$ cat src/rtl/accumulator.sv
// Shift-and-add bit-serial accumulator. Each enabled cycle the running sum is doubled and a new
// partial sum is added, which merges per-bit-plane partial products (MSB plane first) into a
// full-precision result. The output is driven straight from the register.
module accumulator #(
   parameter int unsigned A_WIDTH   = 27,
   parameter int unsigned OUT_WIDTH = 51  // must be >= A_WIDTH
) (
   input  logic                 clk,
   input  logic                 rst,
   input  logic [A_WIDTH-1:0]   a,
   input  logic                 acm_en,
   input  logic                 st,
   output logic [OUT_WIDTH-1:0] nout
);

   logic [OUT_WIDTH-1:0] acc_q;
   logic [OUT_WIDTH-1:0] acc_d;
   logic [OUT_WIDTH-1:0] a_ext;

   // Next state: clear on start, shift-and-add when enabled, otherwise hold.
   always_comb begin
      a_ext              = '0;
      a_ext[A_WIDTH-1:0] = a;
      acc_d              = acc_q;
      if (st) begin
         acc_d = '0;
      end else if (acm_en) begin
         // Shift drops the MSB and the add wraps modulo 2^OUT_WIDTH.
         acc_d = (acc_q << 1) + a_ext;
      end
   end

   // Accumulator register with synchronous active-high reset.
   always_ff @(posedge clk) begin
      if (rst) begin
         acc_q <= '0;
      end else begin
         acc_q <= acc_d;
      end
   end

   assign nout = acc_q;

endmodule

$ cat config.mk
export PLATFORM = sky130hd
export DESIGN_NAME = accumulator
export DESIGN_NICKNAME = d
export VERILOG_FILES = /design/src/rtl/accumulator.sv
export SDC_FILE = /design/constraint.sdc
export NUM_CORES = 1
export LEC_CHECK = 0
export CORE_ASPECT_RATIO = 0.7
export CORE_MARGIN = 3
export CORE_UTILIZATION = 40
export CTS_CLUSTER_SIZE = 14
export DETAILED_ROUTE_END_ITERATION = 12
export MAX_ROUTING_LAYER = met4
export PLACE_DENSITY = 0.67
export SLEW_MARGIN = 20
export SYNTH_ARGS = -nofsm -noshare
export SYNTH_HDL_FRONTEND = slang
export SYNTH_SLANG_ARGS = --single-unit
$ cat constraint.sdc
create_clock -name clk -period 3.5 [get_ports clk]
set_clock_uncertainty 0.15 [all_clocks]
set_input_delay 0.7 -clock clk [delete_from_list [all_inputs] [get_ports clk]]
set_output_delay 0.7 -clock clk [all_outputs]
set_load 0.005 [all_outputs]
==> impl_metrics.tcl <==
set metrics [dict create \
    ys_ff_latch 51 \
    grtUsageTotal 0.211 \
    drt-total-wl_mm 10.7 \
    fin_nets 636 \
    cp_data_arrival_time_ns 3.38 \
    finalHoldViolations 0 \
    io_pins 82 \
    cp_slowest_cell "clkdlybuf4s50_1" \
    power_w 0.00162 \
    overflow 0 \
    gp_congestion 0.895 \
    cts_buffers 5 \
    synthCells 475 \
    leakage_nw 2.06 \
    vias 3817 \
    cts_tree "built" \
    largest_register_ffs 51 \
    seq_area_frac_synth 0.268 \
    die_h_um 87.6 \
    drt_first_pass_iters 4 \
    clkSlewWorstSetupHoldPaths_ns 0.07 \
    root_buffer "clkbuf_16" \
    crit_type "in -> reg" \
    cp_top_family "simple AND/OR/NAND/NOR gates" \
    die-area_um2 10700 \
    critPathMaxStageDelay_ns 0.50 \
    min_period_ns 3.36 \
    cap_violations 0 \
    crit_fanout 8 \
    antenna_found_initial 0 \
    synth_edf_count 0 \
    outcome "completed" \
    grt_max_degree 32 \
    cts_buffer_depth 2 \
    dp_cells 695 \
    max_slew_margin 0.539 \
    grt_pass1_wl_mm 18.1 \
    synth_top_area_frac 0.268 \
    synth.distinct_cells 58 \
    synth_common_cells "54 x nor2_1, 51 x dfxtp_1, 48 x a21oi_1, 35 x o21ai_0, 28 x nand2_1" \
    die_w_um 123 \
    cp-start-kind "input port" \
    drc 0 \
    critPathRequiredTime_ns 3.53 \
    postCtsSetupBuffers 0 \
    async_flop_share 0 \
    yosys_warnings 0 \
    crit_path_end_kind "register" \
    synthesis.nets 533 \
    cts_resized 0 \
    min_path_type "reg -> reg" \
    synth-main-ff-cell "dfxtp_1" \
    rsz0062_at_grt "no" \
    start_util 0.416 \
    tns_ns 0 \
    max_freq_mhz 298 \
    cts.sinks 51 \
    clock_latency_ns 0.30 \
    setup_viol 0 \
    cp_num_buf_inv 3 \
    drive_above_1_share 0.131 \
    fin_cells 703 \
    maxSlewViolCount 0 \
    yosys.area.top_type "dfxtp_1" \
    avgSynthCellArea_um2 8.01 \
    path_cells "clkdlybuf4s50_1 -> inv_1 -> fa_2 -> nor2b_4 -> o2111ai_4 -> nand4b_1 -> and4b_4 -> o31ai_4 -> a211oi_4 -> buf_6 -> and4_1 -> xnor2_1 -> a21oi_1" \
    dp_hpwl_mm 8.01 \
    core_area_um2 9140 \
    wl_per_cell_um 15.3 \
    drt_first_iter_violations 226 \
    antenna_left 0 \
    fin_hold_ws_ns 0.356 \
    fp-row-count 29 \
    synth_most_common_cell "nor2_1" \
    io_buffers 81 \
    yosys-top-cells-area "dfxtp_1 27%, ha_1 8.5%, a21oi_1 6.3%" \
    grt_pass1_vias 3726 \
    period_share 0.959 \
    areaGrowthSynthToFinish_pct 35.8 \
    worst_slew_pin_slew_ns 0.692 \
    drt-vias-per-instance 5.43 \
    synth_area_um2 3810 \
    num_antenna_cells 0 \
    power-per-cell-area_nw_per_um2 314 \
    max-vdd-ir-drop_mv 0.181 \
    r2r_setup_slack_ns 0.55 \
    htreeDepth 2 \
    hold_buffers 0 \
]
[cells by family (layout without fill, tap and decap cells)]
kind of cell	count (synthesis)	count (layout)	share of synthesized area
AOI/OAI and AO/OA	144	144	0.241
and+or+nand+nor	153	153	0.215
buffers and inverters	42	146	0.0463
muxes	17	17	0.0447
DFF	51	51	0.268
xor gates and xnor gates	41	41	0.0943
adders and majority gates	27	27	0.0907
[cells in the final DEF (no fill, tap or decap), types with 2 or more instances in the layout]
cell and n:
o31ai_1 5, a31o_1 2, o21ai_0 35, inv_1 15, o211ai_1 2, o21a_1 4, xnor2_1 27, buf_4 40
and3_1 4, o21ai_1 4, mux2i_1 17, ha_1 25, a21o_1 12, nor3_2 4, a31oi_1 3, a211o_1 2
nor4_1 2, nand4_1 8, o31a_1 2, and4_1 4, nor4_2 2, nand2_1 28, nor3b_2 2, nor2b_1 3
nor2_2 3, nor3_1 9, and2_1 4, xor2_1 14, nand2b_1 2, a211oi_1 11, o21bai_1 3, clkbuf_16 5
nand3b_1 3, a21oi_1 48, nor2_1 54, clkdlybuf4s50_1 79, nand3_1 13, dfxtp_1 51
[worst min-delay path: stages (launching register included)]
cell and delay (ns):
dfxtp_1 0.33, nand2_1 0.07, a21oi_1 0.06
[power by group]
group          total, W  internal, W  switching [W]
combinational  0.000424     0.000212       0.000211
sequential     0.000629     0.000603      0.0000255
clock          0.000572     0.000338       0.000234
[final cells by class]
type / count / area (µm²)
Fill cell: 884 / 3980
Multi-Input combinational cell: 382 / 2630
Timing Repair Buffer: 123 / 1140
Sequential cell: 51 / 1020
Tap cell: 124 / 155
Clock buffer: 5 / 125
Inverter: 15 / 56.3
Clock inverter: 3 / 43.8
[path summary, 6_finish.rpt]
| check | cells after the start | start | to |
|---|---|---|---|
| worst min-delay path | 2 | nout[6] | nout[6] |
| worst max-delay path | 13 | a[2] | nout[37] |
| worst min register to register | 2 | nout[6] | nout[6] |
| worst max register to register | 13 | nout[0] | nout[37] |
[per-layer routing]
metal	wire length, µm	vias up	track usage
met5	0	-	-
met4	115	0	0.0427
met3	625	11	0.0394
met2	4620	99	0.310
met1	5360	1798	0.302
li1	-	1909	-
[per-stage QoR]
| stage | util | setup slack (ns) | instance area (µm²) |
|---|---|---|---|
| 2_1_floorplan | - | 0.423 | 3810 |
| 3_3_place_gp | 0.544 | -0.154 | 4970 |
| 3_5_place_dp | 0.544 | -0.257 | 4970 |
| 4_1_cts | 0.563 | 0.0603 | 5140 |
| 5_1_grt | 0.565 | 0.0107 | 5170 |
| 6_report | 0.565 | 0.145 | 5170 |
Note: power is estimated with default switching activity, not from simulation.
